===== config.mk =====
export PLATFORM = sky130hd
export DESIGN_NAME = matmul_ctrl_param
export DESIGN_NICKNAME = d
export VERILOG_FILES = /design/src/rtl/matmul_ctrl_param.sv
export SDC_FILE = /design/constraint.sdc
export NUM_CORES = 1
export LEC_CHECK = 0
export CAP_MARGIN = 30
export CORE_MARGIN = 3
export CORE_UTILIZATION = 56
export DETAILED_ROUTE_END_ITERATION = 16
export HOLD_SLACK_MARGIN = 0.06
export PLACE_DENSITY_LB_ADDON = 0.08
export SLEW_MARGIN = 20
export SYNTH_ARGS = -nofsm -noshare
export SYNTH_HDL_FRONTEND = slang
export SYNTH_SLANG_ARGS = --single-unit

===== constraint.sdc =====
create_clock -name clk -period 4.4 [get_ports clk]
set_clock_uncertainty 0.05 [all_clocks]
set_input_delay 0.88 -clock clk [delete_from_list [all_inputs] [get_ports clk]]
set_output_delay 0.88 -clock clk [all_outputs]
set_load 0.02 [all_outputs]

===== src/rtl/matmul_ctrl_param.sv =====
// Sequencer for an NxN matrix-multiply datapath: optional load of A/B,
// N-term multiply-accumulate per result element, result write-back and
// optional sliced drain of the output memory.
module matmul_ctrl_param #(
    parameter int N     = 3,
    parameter int PARTS = 3,
    parameter int AW    = $clog2(2*N*N),
    parameter int OW    = $clog2(N*N),
    parameter int PW    = (PARTS > 1 ? $clog2(PARTS) : 1)
) (
    input  logic          clk,
    input  logic          rst,
    input  logic          st,
    input  logic          load_en,
    input  logic          drain_en,
    output logic          memin_read,
    output logic          memin_write,
    output logic          Awrite,
    output logic          Bwrite,
    output logic          Reswrite,
    output logic          clearRes,
    output logic          memout_write,
    output logic          memout_read,
    output logic          done,
    output logic          busy,
    output logic [AW-1:0] addr,
    output logic [OW-1:0] addr_out,
    output logic [PW-1:0] part
);

    localparam int CW = $clog2(N);
    localparam int DW = $clog2(N*N*PARTS);

    localparam logic [AW-1:0] LD_LAST = AW'(2*N*N - 1);
    localparam logic [CW-1:0] IX_LAST = CW'(N - 1);
    localparam logic [DW-1:0] DR_LAST = DW'(N*N*PARTS - 1);

    typedef enum logic [3:0] {
        S_IDLE  = 4'd0,
        S_ARM   = 4'd1,
        S_LOAD  = 4'd2,
        S_RDA   = 4'd3,
        S_RDB   = 4'd4,
        S_MAC   = 4'd5,
        S_WRES  = 4'd6,
        S_CLR   = 4'd7,
        S_DONE  = 4'd8,
        S_DRAIN = 4'd9
    } state_t;

    state_t          state_q, state_d;
    logic [AW-1:0]   ld_q, ld_d;
    logic [CW-1:0]   i_q, i_d, j_q, j_d, k_q, k_d;
    logic [DW-1:0]   dr_q, dr_d;
    logic            drain_q, drain_d;

    // State, counters and latched drain mode; reset aborts any run
    always_ff @(posedge clk) begin
        if (!rst) begin
            state_q <= S_IDLE;
            ld_q    <= '0;
            i_q     <= '0;
            j_q     <= '0;
            k_q     <= '0;
            dr_q    <= '0;
            drain_q <= 1'b0;
        end else begin
            state_q <= state_d;
            ld_q    <= ld_d;
            i_q     <= i_d;
            j_q     <= j_d;
            k_q     <= k_d;
            dr_q    <= dr_d;
            drain_q <= drain_d;
        end
    end

    // Next-state and counter sequencing
    always_comb begin
        state_d = state_q;
        ld_d    = ld_q;
        i_d     = i_q;
        j_d     = j_q;
        k_d     = k_q;
        dr_d    = dr_q;
        drain_d = drain_q;
        unique case (state_q)
            S_IDLE: if (st) state_d = S_ARM;
            // load_en only steers this exit, so it is consumed here rather than stored
            S_ARM: begin
                if (!st) begin
                    state_d = load_en ? S_LOAD : S_RDA;
                    drain_d = drain_en;
                    ld_d    = '0;
                    i_d     = '0;
                    j_d     = '0;
                    k_d     = '0;
                    dr_d    = '0;
                end
            end
            S_LOAD: begin
                if (ld_q == LD_LAST) begin
                    ld_d    = '0;
                    state_d = S_RDA;
                end else begin
                    ld_d = ld_q + AW'(1);
                end
            end
            S_RDA: state_d = S_RDB;
            S_RDB: state_d = S_MAC;
            S_MAC: begin
                if (k_q == IX_LAST) begin
                    k_d     = '0;
                    state_d = S_WRES;
                end else begin
                    k_d     = k_q + CW'(1);
                    state_d = S_RDA;
                end
            end
            S_WRES: state_d = S_CLR;
            S_CLR: begin
                if (i_q == IX_LAST && j_q == IX_LAST) begin
                    state_d = S_DONE;
                end else begin
                    state_d = S_RDA;
                    if (j_q == IX_LAST) begin
                        j_d = '0;
                        i_d = i_q + CW'(1);
                    end else begin
                        j_d = j_q + CW'(1);
                    end
                end
            end
            S_DONE: state_d = drain_q ? S_DRAIN : S_IDLE;
            S_DRAIN: begin
                if (dr_q == DR_LAST) begin
                    dr_d    = '0;
                    state_d = S_IDLE;
                end else begin
                    dr_d = dr_q + DW'(1);
                end
            end
            default: state_d = S_IDLE;
        endcase
    end

    // Moore output decode from registered state and counters
    always_comb begin
        memin_read   = 1'b0;
        memin_write  = 1'b0;
        Awrite       = 1'b0;
        Bwrite       = 1'b0;
        Reswrite     = 1'b0;
        clearRes     = 1'b0;
        memout_write = 1'b0;
        memout_read  = 1'b0;
        done         = 1'b0;
        busy         = (state_q != S_IDLE);
        addr         = '0;
        addr_out     = '0;
        part         = '0;
        unique case (state_q)
            S_ARM:  clearRes = 1'b1;
            S_LOAD: begin
                memin_write = 1'b1;
                addr        = ld_q;
            end
            S_RDA: begin
                memin_read = 1'b1;
                Awrite     = 1'b1;
                addr       = AW'(int'(i_q) * N + int'(k_q));
            end
            S_RDB: begin
                memin_read = 1'b1;
                Bwrite     = 1'b1;
                addr       = AW'(N * N + int'(k_q) * N + int'(j_q));
            end
            S_MAC:  Reswrite = 1'b1;
            S_WRES: begin
                memout_write = 1'b1;
                addr_out     = OW'(int'(i_q) * N + int'(j_q));
            end
            S_CLR:  clearRes = 1'b1;
            S_DONE: done = 1'b1;
            S_DRAIN: begin
                memout_read = 1'b1;
                addr_out    = OW'(int'(dr_q) / PARTS);
                part        = PW'(int'(dr_q) % PARTS);
            end
            default: busy = 1'b0;
        endcase
    end

endmodule

== Word-level counts from Yosys, hierarchy flattened ==
Index checks and enable logic that the tools add are counted.

* Register bits: 21
* Input bits: 5
* Word-level logic and storage cells: 94

* Multiplexer cells: 36
* Eq/ne operators: 20
* Bitwise logic cells: 1
* Reduce and logical (&&, ||, !) cells: 17
* Add/subtract/negate cells: 9
* Multiply operators: 2
* Div/mod/pow operators: 2

{| class="wikitable"
|+ Operator list
! cell !! number
|-
| $pmux 4 s10 || 1
|-
| $div 6x3->32 const B || 1
|-
| $mod 6x3->32 const B || 1
|-
| $mux 4 || 6
|-
| $pmux 5 s2 || 2
|-
| $eq 4x3->1 const B || 4
|-
| $mux 5 || 3
|-
| $pmux 5 s3 || 1
|-
| $mux 2 || 7
|-
| $ne 2x2->1 const B || 6
|-
| $pmux 2 s2 || 3
|-
| $mux 1 || 11
|-
| $add 5x1->5 const B || 2
|-
| $eq 5x5->1 const B || 2
|-
| $reduce_or 9->1 || 1
|-
| $eq 4x2->1 const B || 2
|-
| $eq 4x4->1 const B || 2
|-
| $mul 2x2->4 const B || 2
|-
| $pmux 4 s2 || 1
|-
| $reduce_and 2->1 || 4
|-
| $reduce_and 4->1 || 2
|-
| $reduce_bool 2->1 || 4
|-
| $add 2x1->2 const B || 3
|-
| $eq 2x2->1 const B || 3
|-
| other kinds (12) || 13
|}

== Logic depth before layout (Yosys ltp) ==
Gate-level depths: netlist of run 1.

* Word-level depth: 4
* Mapped depth: 16
* Depth with buffers taken out: 13

== Worst setup path before layout of run 1 ==
Ideal clock, no wire load.

* Path kind: reg-to-output
* Start point: register dr_q[3]
* End point: output part[0]
* Slack: 0.175 ns
* Cell stages (with the launch flop): 17
* Required time: 3.470 ns
* Arrival: 3.295 ns
* Path buffers: 3
* Cell sequence: dfxtp_1 -> buf_6 -> clkbuf_1 -> ha_1 -> and3b_2 -> nor3_1 -> a21o_1 -> ha_1 -> buf_6 -> a211o_2 -> a21oi_1 -> xnor2_1 -> ha_1 -> a41oi_1 -> o311a_1 -> nor2_1 -> nor3_1

* Longest elaborated chain between the ends: 2

{| class="wikitable"
|+ Ends and longest elaborated chain
! what !! RTL line !! source
|-
| from (decl) || 54 || <nowiki>logic [DW-1:0] dr_q, dr_d;</nowiki>
|-
| from (signal assigned) || 73 || <nowiki>dr_q <= dr_d;</nowiki>
|-
| $mod 6x3->32 || 188 || <nowiki>part = PW'(int'(dr_q) % PARTS);</nowiki>
|-
| $mux 2 || 162 || <nowiki>unique case (state_q)</nowiki>
|-
| to (decl) || 28 || <nowiki>output logic [PW-1:0] part</nowiki>
|}

Every way passes these cells.

== Worst setup path in the final report of run 1 ==
* Start point: register dr_q[4]
* End point: output part[1]

Same word-level chain as after synthesis.

==> metrics.md, run 1 <==
| Metric | Value |
|---|---|
| Kind of start point of the critical path | register |
| Layout Cells excl Fill | 345 |
| Achievable clock frequency | 237 MHz |
| Wire length on met3 | 249 um |
| Std-Cell Rows | 21 |
| Async SR Flop Fraction | 0% |
| Worst hold start | drain_q |
| Total nets after synthesis | 308 |
| Setup Crit Path Kind | reg -> out |
| Net total in the final layout | 331 |
| Overflow left after global routing | 0 |
| Sum of net half-perimeters after detailed placement | 3890 um |
| Synth top cells by count | sky130_fd_sc_hd__a21oi_1, sky130_fd_sc_hd__nor2_1, sky130_fd_sc_hd__inv_1 |
| Core Box Area | 0.00352 mm^2 |
| Number of setup violations in the final report | 0 |
| Avg WL per Cell | 15.1 um |
| Number of fillers in the final layout | 304 |
| Input/output buffers | 25 |
| Reg clk slew, reported paths | 80 ps |
| Cell count after placement | 341 |
| Largest net degree at the start of global routing | 19 |
| Ratio of cells with drive above 1 in the final layout | 9.36% |
| Met2 Routed Length | 2330 um |
| Count of vias placed by the detailed router | 2029 |
| Run status | complete, no violations |
| Mapped Cells | 277 |
| Post-route DRC | 0 |
| Cell with the most instances after synthesis | sky130_fd_sc_hd__a21oi_1 |
| Number of buffers inserted during clock tree synthesis | 3 |
| Reg2reg start | state_q[0] |
| Clock Path Buffers | 2 |
| Total area of multi-input combinational cells | 0.00153 mm^2 |
| Final hold violation count | 0 |
| Final Wtd Congestion | 0.849 |
| Total I/O pin count | 26 |
| Effective utilization at floorplan | 60.9% |
| Number of maximum-capacitance violations | 0 |
| Layout-stage area growth over the synthesis result | 13.8% |
| Clock sink count | 21 |
| Type of the tightest min-delay check | reg -> reg |
| Die Y | 67.9 um |
| Clock tree from TritonCTS | built |
| Wire length on met1 | 2570 um |
| Total power | 0.000519 W |
| Number of enable flip-flop cells after synthesis | 0 |
| Worst path required time | 3470 ps |
| Mapped Avg Cell Area | 7.75 um^2 |
| Worst reg-to-reg setup slack | 2220 ps |
| Post-synthesis register bit count | 21 |
| Final critical-path setup slack | 172 ps |
| Starting DRT DRC Count | 273 |
| End point of the most critical hold path | drain_q |
| All-Layer GR Usage | 23.8% |
| Period minus WS final | 4230 ps |
| Actual slew at the worst max-slew pin | 664 ps |
| Die Outline Area | 0.00461 mm^2 |
| Top layer used by detailed routing | met4 |
| Top post-synthesis cells by area | sky130_fd_sc_hd__dfxtp_1, sky130_fd_sc_hd__ha_1, sky130_fd_sc_hd__a21oi_1 |
| Number of antenna diodes | 0 |
| Fin. max-slew vios | 0 |
| Setup crit end kind | output port |
| CTS Hold Bufs | 0 |
| Prevailing post-synth register cell | sky130_fd_sc_hd__dfxtp_1 |
| Combined flip-flop and latch cell area | 420 um^2 |
| Static leakage | 1.00 nW |
| Crit path DAT | 3300 ps |
| Number of H-tree levels | 1 |
| Post-Place Worst Slack | 17.4 ps |
| Critical-path maximum fanout | 4 |
| Relative slew slack | 55.6% |
| Post-Syn Area | 0.00215 mm^2 |
| Wire length of the first global-routing pass | 8420 um |
| Post-synthesis cell type count | 57 |
| Max rail drop VDD | 0.249 mV |
| WL final | 5210 um |
| Vias in the first global route | 1760 |
| Worst-case reg-to-reg path depth | 5 |
| Clock insertion delay at the later pin of the skew report | 260 ps |
| Buffer type at the clock tree root | sky130_fd_sc_hd__clkbuf_8 |
| Share of the synthesized area in the top cell type | 19.6% |
| Synth Warn # | 0 |
| Horizontal die dimension | 67.9 um |
| Fraction of the yosys area taken by sequential cells | 19.6% |
| Length of the first detailed-routing pass in iterations | 6 |
| Portion of the clock cycle consumed by the worst path in the final layout | 96.1% |
| Drt via density | 5.88 |
| Worst flop-to-flop path endpoint | dr_q[2] |
| Largest area contributor in the synthesized netlist | sky130_fd_sc_hd__dfxtp_1 |
| Hold Path Stages | 2 |
| Power per unit of standard cell area | 213 mW/mm^2 |
| Number of antenna violations at the first check in global routing | 0 |
| Number of antenna-violating nets in the routed design | 0 |
-- what timing repair did --
item / in CTS / in global routing
endpoints found under the setup margin: 3 / 3
buffers inserted: 0 / 0
hold endpoints to repair: 0 / 0
gates resized for setup: 5 / 6
-- area by class of cell --
class	count	share of cell area [%]
clock buffer	3	1.69
clock inverter	1	0.205
inverter	23	3.54
multi-input combinational	218	62.7
sequential	21	17.2
tap	46	2.36
timing repair buffer	33	12.3
-- worst max path at each step --
stage | startpoint | endpoint | slack, ps | cells after the start
final | dr_q[4] | part[1] | 170 | 14
after detailed placement | dr_q[4] | part[1] | 20 | 14
after global placement | dr_q[4] | part[1] | 80 | 14
after global routing | dr_q[4] | part[1] | -10 | 14
after CTS | dr_q[4] | part[1] | 40 | 14
after floorplan | dr_q[3] | part[0] | 180 | 16
-- cell usage in the layout (no fill, tap or decap), drive strengths merged, types with 4 or more instances in the layout --
master	synthesis	layout
a21oi	30	30
nor2	29	29
inv	22	22
clkdlybuf4s50	0	22
nand2	21	21
ha	21	21
dfxtp	21	21
o21ai	14	14
nand3	12	12
nor3	9	9
buf	9	9
nand2b	8	8
fa	5	5
nand3b	5	5
nor2b	4	4
a21o	4	4
a22oi	4	4
and2b	4	4
clkbuf	6	4
-- sequential cells by signal, indices dropped and copies added (netlist names) --
signal	cells
dr_q	5
drain_q	1
i_q	2
j_q	2
k_q	2
ld_q	5
state_q	4
-- per-stage QoR --
step                      utilization, %  hold WS [ps]  instance area, um^2  setup TNS [ps]
after floorplan                        -           382                 2150               0
final                               69.3           419                 2440               0
after global placement              68.0           403                 2390               0
after CTS                           69.3           425                 2440               0
after global routing                69.3           444                 2440           -11.5
after detailed placement            68.0           413                 2390               0
-- layer usage --
metal  up-vias  global-route usage, %
met4         0                   4.22
met2        69                   35.6
met5         -                      0
met3        10                   3.61
met1       929                   36.1
li1       1021                      -
-- cell families (layout without fill, tap and decap cells) --
kind of cell	count (synthesis)	in the layout	synth area share (%)
xor+xnor	6	6	2.45
compound gates	74	74	22.5
simple gates	111	111	28.5
buf+inv	38	60	9.56
flops	21	21	19.6
mux	1	1	0.466
fa+ha+maj	26	26	16.9
-- critical path, cell delays in order (launching register included) --
cell	delay (ps)
sky130_fd_sc_hd__dfxtp_1	320
sky130_fd_sc_hd__ha_1	310
sky130_fd_sc_hd__and3b_2	250
sky130_fd_sc_hd__nor3_1	80
sky130_fd_sc_hd__a21o_1	180
sky130_fd_sc_hd__ha_1	210
sky130_fd_sc_hd__a211o_2	370
sky130_fd_sc_hd__a21oi_4	160
sky130_fd_sc_hd__xnor2_1	80
sky130_fd_sc_hd__ha_1	180
sky130_fd_sc_hd__a41oi_1	220
sky130_fd_sc_hd__o311a_1	260
sky130_fd_sc_hd__o2111ai_1	120
sky130_fd_sc_hd__a21oi_1	130
sky130_fd_sc_hd__buf_2	170
-- power breakdown --
part | total (W) | switching (W) | internal [W] | leakage [nW]
logic | 0.000159 | 0.0000907 | 0.0000681 | 0.808
clock network | 0.000131 | 0.0000674 | 0.0000632 | 0.0255
registers | 0.000230 | 0.0000313 | 0.000199 | 0.170
(Power assumes the default switching activity.)
==> run 2: changes to the inputs <==
--- a/config.mk
+++ b/config.mk
@@ -5,11 +5,10 @@
 export SDC_FILE = /design/constraint.sdc
 export NUM_CORES = 1
 export LEC_CHECK = 0
-export CAP_MARGIN = 30
 export CORE_MARGIN = 3
 export CORE_UTILIZATION = 56
 export DETAILED_ROUTE_END_ITERATION = 16
-export HOLD_SLACK_MARGIN = 0.06
+export HOLD_SLACK_MARGIN = 0.05
 export PLACE_DENSITY_LB_ADDON = 0.08
 export SLEW_MARGIN = 20
 export SYNTH_ARGS = -nofsm -noshare
==> results of run 2 <==
The final DEF is identical to that of run 1; final timing and power are the same.
